==> src/rtl/serial_byte_deserializer_pkg.sv <==
// Shared definitions for the serial byte path (deserializer now, transmitter later).
package serial_byte_deserializer_pkg;

  typedef enum logic [2:0] {
    IDLE      = 3'd0,
    START     = 3'd1,
    DATA      = 3'd2,
    STOP      = 3'd3,
    WAIT_IDLE = 3'd4
  } state_t;

  localparam int DEFAULT_DATA_BITS    = 8;
  localparam int DEFAULT_CLKS_PER_BIT = 4;

  // Ceiling log2, never below 1 so single-value counters still get a bit.
  function automatic int clog2_min1(input int value);
    int r;
    r = 0;
    for (int k = 0; k < 32; k++) begin
      if ((1 << r) < value) r = r + 1;
    end
    return (r < 1) ? 1 : r;
  endfunction

endpackage

==> src/rtl/serial_byte_deserializer_timer.sv <==
// Modulo-CLKS_PER_BIT bit timer with mid-bit and end-of-bit pulses.
module bit_timer
  import serial_byte_deserializer_pkg::*;
#(
  parameter int CLKS_PER_BIT = DEFAULT_CLKS_PER_BIT
) (
  input  logic Clk,
  input  logic Reset,
  input  logic i_clear,
  output logic o_half,
  output logic o_wrap
);

  localparam int TW   = clog2_min1(CLKS_PER_BIT);
  localparam int HALF = CLKS_PER_BIT / 2;

  logic [TW-1:0] r_count;

  always_ff @(posedge Clk or posedge Reset) begin
    if (Reset) begin
      r_count <= '0;
    end else if (i_clear || o_wrap) begin
      r_count <= '0;
    end else begin
      r_count <= r_count + 1'b1;
    end
  end

  assign o_half = (r_count == TW'(HALF - 1));
  assign o_wrap = (r_count == TW'(CLKS_PER_BIT - 1));

endmodule

==> src/rtl/serial_byte_deserializer.sv <==
// Idle-high async-frame receiver: start bit, LSB-first data, stop bit; valid/error strobes.
module serial_byte_deserializer
  import serial_byte_deserializer_pkg::*;
#(
  parameter int DATA_BITS    = DEFAULT_DATA_BITS,
  parameter int CLKS_PER_BIT = DEFAULT_CLKS_PER_BIT
) (
  input  logic                 Clk,
  input  logic                 Reset,
  input  logic                 Din,
  output logic [DATA_BITS-1:0] Dout,
  output logic                 Valid,
  output logic                 FrameErr,
  output logic                 Busy
);

  localparam int IW = clog2_min1(DATA_BITS);

  generate
    if (DATA_BITS < 1 || DATA_BITS > 16) begin : g_bad_data_bits
      $error("serial_byte_deserializer: DATA_BITS must be 1..16");
    end
    if (CLKS_PER_BIT < 2 || CLKS_PER_BIT > 255) begin : g_bad_clks
      $error("serial_byte_deserializer: CLKS_PER_BIT must be 2..255");
    end
  endgenerate

  state_t               r_state;
  state_t               w_state_next;
  logic [IW-1:0]        r_index;
  logic [DATA_BITS-1:0] r_shift;
  logic [DATA_BITS-1:0] r_dout;
  logic                 r_valid;
  logic                 r_ferr;
  logic [DATA_BITS-1:0] w_shift_in;
  logic                 w_half;
  logic                 w_wrap;
  logic                 w_timer_clear;
  logic                 w_shift_en;
  logic                 w_index_clear;
  logic                 w_index_inc;
  logic                 w_load;
  logic                 w_err;

  bit_timer #(.CLKS_PER_BIT(CLKS_PER_BIT)) u_bit_timer (
    .Clk     (Clk),
    .Reset   (Reset),
    .i_clear (w_timer_clear),
    .o_half  (w_half),
    .o_wrap  (w_wrap)
  );

  // New bits enter at the MSB so the first data bit ends up at the LSB.
  generate
    if (DATA_BITS == 1) begin : g_shift_one
      assign w_shift_in = Din;
    end else begin : g_shift_many
      assign w_shift_in = {Din, r_shift[DATA_BITS-1:1]};
    end
  endgenerate

  always_comb begin
    w_state_next  = r_state;
    w_timer_clear = 1'b0;
    w_shift_en    = 1'b0;
    w_index_clear = 1'b0;
    w_index_inc   = 1'b0;
    w_load        = 1'b0;
    w_err         = 1'b0;
    case (r_state)
      IDLE: begin
        w_timer_clear = 1'b1;
        if (!Din) w_state_next = START;
      end
      START: begin
        if (w_half) begin
          if (!Din) begin
            w_state_next  = DATA;
            w_timer_clear = 1'b1;
            w_index_clear = 1'b1;
          end else begin
            w_state_next = IDLE;
          end
        end
      end
      DATA: begin
        if (w_wrap) begin
          w_shift_en = 1'b1;
          if (r_index == IW'(DATA_BITS - 1)) w_state_next = STOP;
          else                               w_index_inc  = 1'b1;
        end
      end
      STOP: begin
        if (w_wrap) begin
          if (Din) begin
            w_load       = 1'b1;
            w_state_next = IDLE;
          end else begin
            w_err        = 1'b1;
            w_state_next = WAIT_IDLE;
          end
        end
      end
      WAIT_IDLE: begin
        w_timer_clear = 1'b1;
        if (Din) w_state_next = IDLE;
      end
      default: w_state_next = IDLE;
    endcase
  end

  always_ff @(posedge Clk or posedge Reset) begin
    if (Reset) begin
      r_state <= IDLE;
      r_index <= '0;
      r_shift <= '0;
      r_dout  <= '0;
      r_valid <= 1'b0;
      r_ferr  <= 1'b0;
    end else begin
      r_state <= w_state_next;
      if (w_index_clear)    r_index <= '0;
      else if (w_index_inc) r_index <= r_index + 1'b1;
      if (w_shift_en) r_shift <= w_shift_in;
      if (w_load)     r_dout  <= r_shift;
      r_valid <= w_load;
      r_ferr  <= w_err;
    end
  end

  assign Dout     = r_dout;
  assign Valid    = r_valid;
  assign FrameErr = r_ferr;
  assign Busy     = (r_state != IDLE);

endmodule

==> config.mk <==
export PLATFORM = sky130hd
export DESIGN_NAME = serial_byte_deserializer
export DESIGN_NICKNAME = d
export VERILOG_FILES = /design/src/rtl/serial_byte_deserializer_pkg.sv /design/src/rtl/serial_byte_deserializer_timer.sv /design/src/rtl/serial_byte_deserializer.sv
export SDC_FILE = /design/constraint.sdc
export NUM_CORES = 1
export LEC_CHECK = 0
export CAP_MARGIN = 20
export CORE_MARGIN = 4
export CORE_UTILIZATION = 45
export DETAILED_ROUTE_END_ITERATION = 6
export PLACE_DENSITY = 0.63
export SLEW_MARGIN = 40
export SYNTH_ARGS = -nofsm -noshare
export SYNTH_HDL_FRONTEND = slang
export SYNTH_SLANG_ARGS = --single-unit
==> constraint.sdc <==
create_clock -name Clk -period 2 [get_ports Clk]
set_input_delay 0.6 -clock Clk [delete_from_list [all_inputs] [get_ports Clk]]
set_output_delay 0.6 -clock Clk [all_outputs]
set_load 0.02 [all_outputs]
==> results.yml <==
status:
  outcome: "completed"
logic_synthesis:
  syn_inst: 79
  yosys-top-cells-count: "26 x dfrtp_1, 17 x mux2_2, 5 x nor2_1"
  synth.cell_area_um2: 1110
  yosysSeqAreaShare: 0.584
  synth_area_leader_cell: "dfrtp_1"
  synth.most_common_cell: "dfrtp_1"
  async_reset_ff_frac: 1.00
  synth_cell_type_count: 23
  yosys-top-cells-area: "dfrtp_1 58%, mux2_2 17%, ha_1 4.5%"
  synth_edf_count: 0
  yosysWarningCount: 0
  synth.top_cell.area_share: 0.584
  ys.flop_type: "dfrtp_1"
  ys_ff_latch: 26
  syn_avg_cell_area_um2: 14.1
  syn_nets: 86
global_routing:
  grt_usage: 0.116
  grt_max_degree: 27
  grt_pass1_wl_mm: 2.88
  globalRouteOverflowTotal: 0
  grt_pass1_vias: 653
  grt_antenna_before_repair: 0
pwr:
  p_clk_frac: 0.155
  p_comb_frac: 0.332
  p_per_area_nw_per_um2: 1010
  swShare: 0.304
  vdd_ir_drop_max_mv: 0.646
  seq_power_share: 0.514
  p_int_w: 0.000920
  p_leak_nw: 0.657
  switching_power_w: 0.000403
sta:
  finalHoldViolCount: 0
  tns_ns: 0
  max_freq_mhz: 531
  drv_slew: 0
  post-route-min-period_ns: 1.88
  holdWs_ns: 0.483
  fin_skew_ns: 0.00130
  slew-limit-headroom: 0.690
  setup_violations: 0
  tightest_slew_ns: 0.466
  rsz0062_at_grt: "false"
  fin_crit_sh: 0.941
clock_network:
  cts_buffers: 3
  clock_latency_ns: 0.31
  cts_tree: "built"
  htreeDepth: 1
  cts.sinks: 26
  clkTransAtPathRegs_ns: 0.12
  cts-root-buf: "clkbuf_4"
  clock_path_buffers: 2
finish:
  multi_input_area_um2: 422
  drive_gt1_frac: 0.327
  final_nets: 107
  fill_cells: 186
  num_antenna_cells: 0
  seq_area_um2: 651
  syn2layout_area_growth_pct: 18.0
worst_setup_path:
  regToRegSetupSlack_ns: 0.30
  crit_cells: 1
  crit_slowest_cell: "clkdlybuf4s50_1"
  setup.worst_path.class: "register to output port"
  rr_startpoint: "r_state[0]$_DFFE_PP0P_"
  crit_family: "buffers and inverters"
  crit_fanout: 2
  required_ns: 1.40
  max_stage_delay_ns: 0.60
  crit_path_end_kind: "output port"
  r2r-end: "r_index[0]$_DFFE_PP0P_"
  cp-start-kind: "register"
  worstPathArrival_ns: 1.28
  reg2reg_depth: 4
  cp_num_buf_inv: 1
  path_cells: "clkdlybuf4s50_1"
drt:
  via_per_inst: 5.20
  ant_nets: 0
  wirelength_mm: 1.67
  drc: 0
  first_pass_iters: 3
  post_drt_wl_per_cell_um: 13.2
  vias: 655
  first_iter_violations: 4
run:
  cap_viol_max_count: 0
floorplan:
  initial_utilization: 0.490
  core-area_um2: 2280
  die_x_um: 57.8
  pin_count: 14
  rows: 17
  die_h_um: 57.8
  dieArea_um2: 3340
placed_design:
  routabilityCongestion: 0.695
  dpl.hpwl_mm: 1.23
  numPortBuffers: 13
hold_path:
  hold-path-cell-count: 1
  hold_path_end: "u_bit_timer.r_count[0]$_DFF_PP0_"
  holdCritPathClass: "register to register"
  min_from: "u_bit_timer.r_count[0]$_DFF_PP0_"
==> routing by layer <==
layer | track usage | part of all wire | up-vias
li1 | - | - | 317
met1 | 0.144 | 0.47 | 323
met2 | 0.184 | 0.47 | 10
met3 | 0.0468 | 0.044 | 5
met4 | 0.0397 | 0.016 | 0
met5 | 0 | 0 | -
==> how the worst max path moves through the flow <==
stage | to | start
final | Dout[6] | Dout[6]$_DFFE_PP0P_
after floorplan | Busy | r_state[1]$_DFFE_PP0P_
after global placement | r_index[0]$_DFFE_PP0P_ | Din
after CTS | Busy | r_state[2]$_DFFE_PP0P_
after detailed placement | r_index[0]$_DFFE_PP0P_ | Din
after global routing | Dout[4] | Dout[4]$_DFFE_PP0P_
==> through the flow <==
stage	setup WS (ns)	util	instance area (µm²)	std cells	power, W
final	0.118	0.578	1320	126	0.00132
after detailed placement	0.00541	0.570	1300	123	0.00115
after floorplan	0.478	-	1110	79	0.00101
after CTS	0.0115	0.580	1320	126	0.00136
after global routing	0.0475	0.578	1320	126	0.00143
after global placement	0.0250	0.570	1300	123	0.00113
==> flip-flops by register name, indices dropped and copies added (netlist names) <==
signal and flops:
Dout 8, r_shift 8, r_index 3, r_state 3
u_bit_timer.r_count 2, FrameErr 1, Valid 1
==> area by class of cell <==
cell class	count	area share
inverters	4	0.0114
well taps	28	0.0266
repair buffers	19	0.129
flip-flops and latches	26	0.495
multi-input cells	46	0.321
clock buffers	3	0.0171
==> power by group through the flow <==
stage,clock [W],sequential [W],combinational [W]
3_5_place_dp,0,0.000693,0.000455
4_1_cts,0.000222,0.000681,0.000453
5_1_grt,0.000243,0.000692,0.000492
3_3_place_gp,0,0.000687,0.000447
6_report,0.000205,0.000679,0.000439
2_1_floorplan,0,0.000695,0.000315
==> cells in the final DEF (no fill, tap or decap), types with 2 or more instances in the layout <==
cell type,count
clkdlybuf4s50_1,12
dfrtp_1,26
buf_4,6
mux2_2,17
a2bb2oi_1,2
clkbuf_4,3
nand2_1,2
nor3_1,2
nor2_1,5
ha_1,4
a22o_1,2
inv_1,4
==> repair_timing <==
action                                  CTS  global route
hold buffers                              0             0
pin swaps                                 0             0
buffers inserted                          0             0
gates resized for setup                   2             1
endpoints found under the setup margin    1             1
==> logic make-up after synthesis <==
family	after synthesis	synth area share
buf+inv	7	0.0381
compound gates	6	0.0427
fa+ha+maj	4	0.0449
mux	18	0.192
simple gates	18	0.0988
flops	26	0.584
Power figures use the tool's default switching activity.
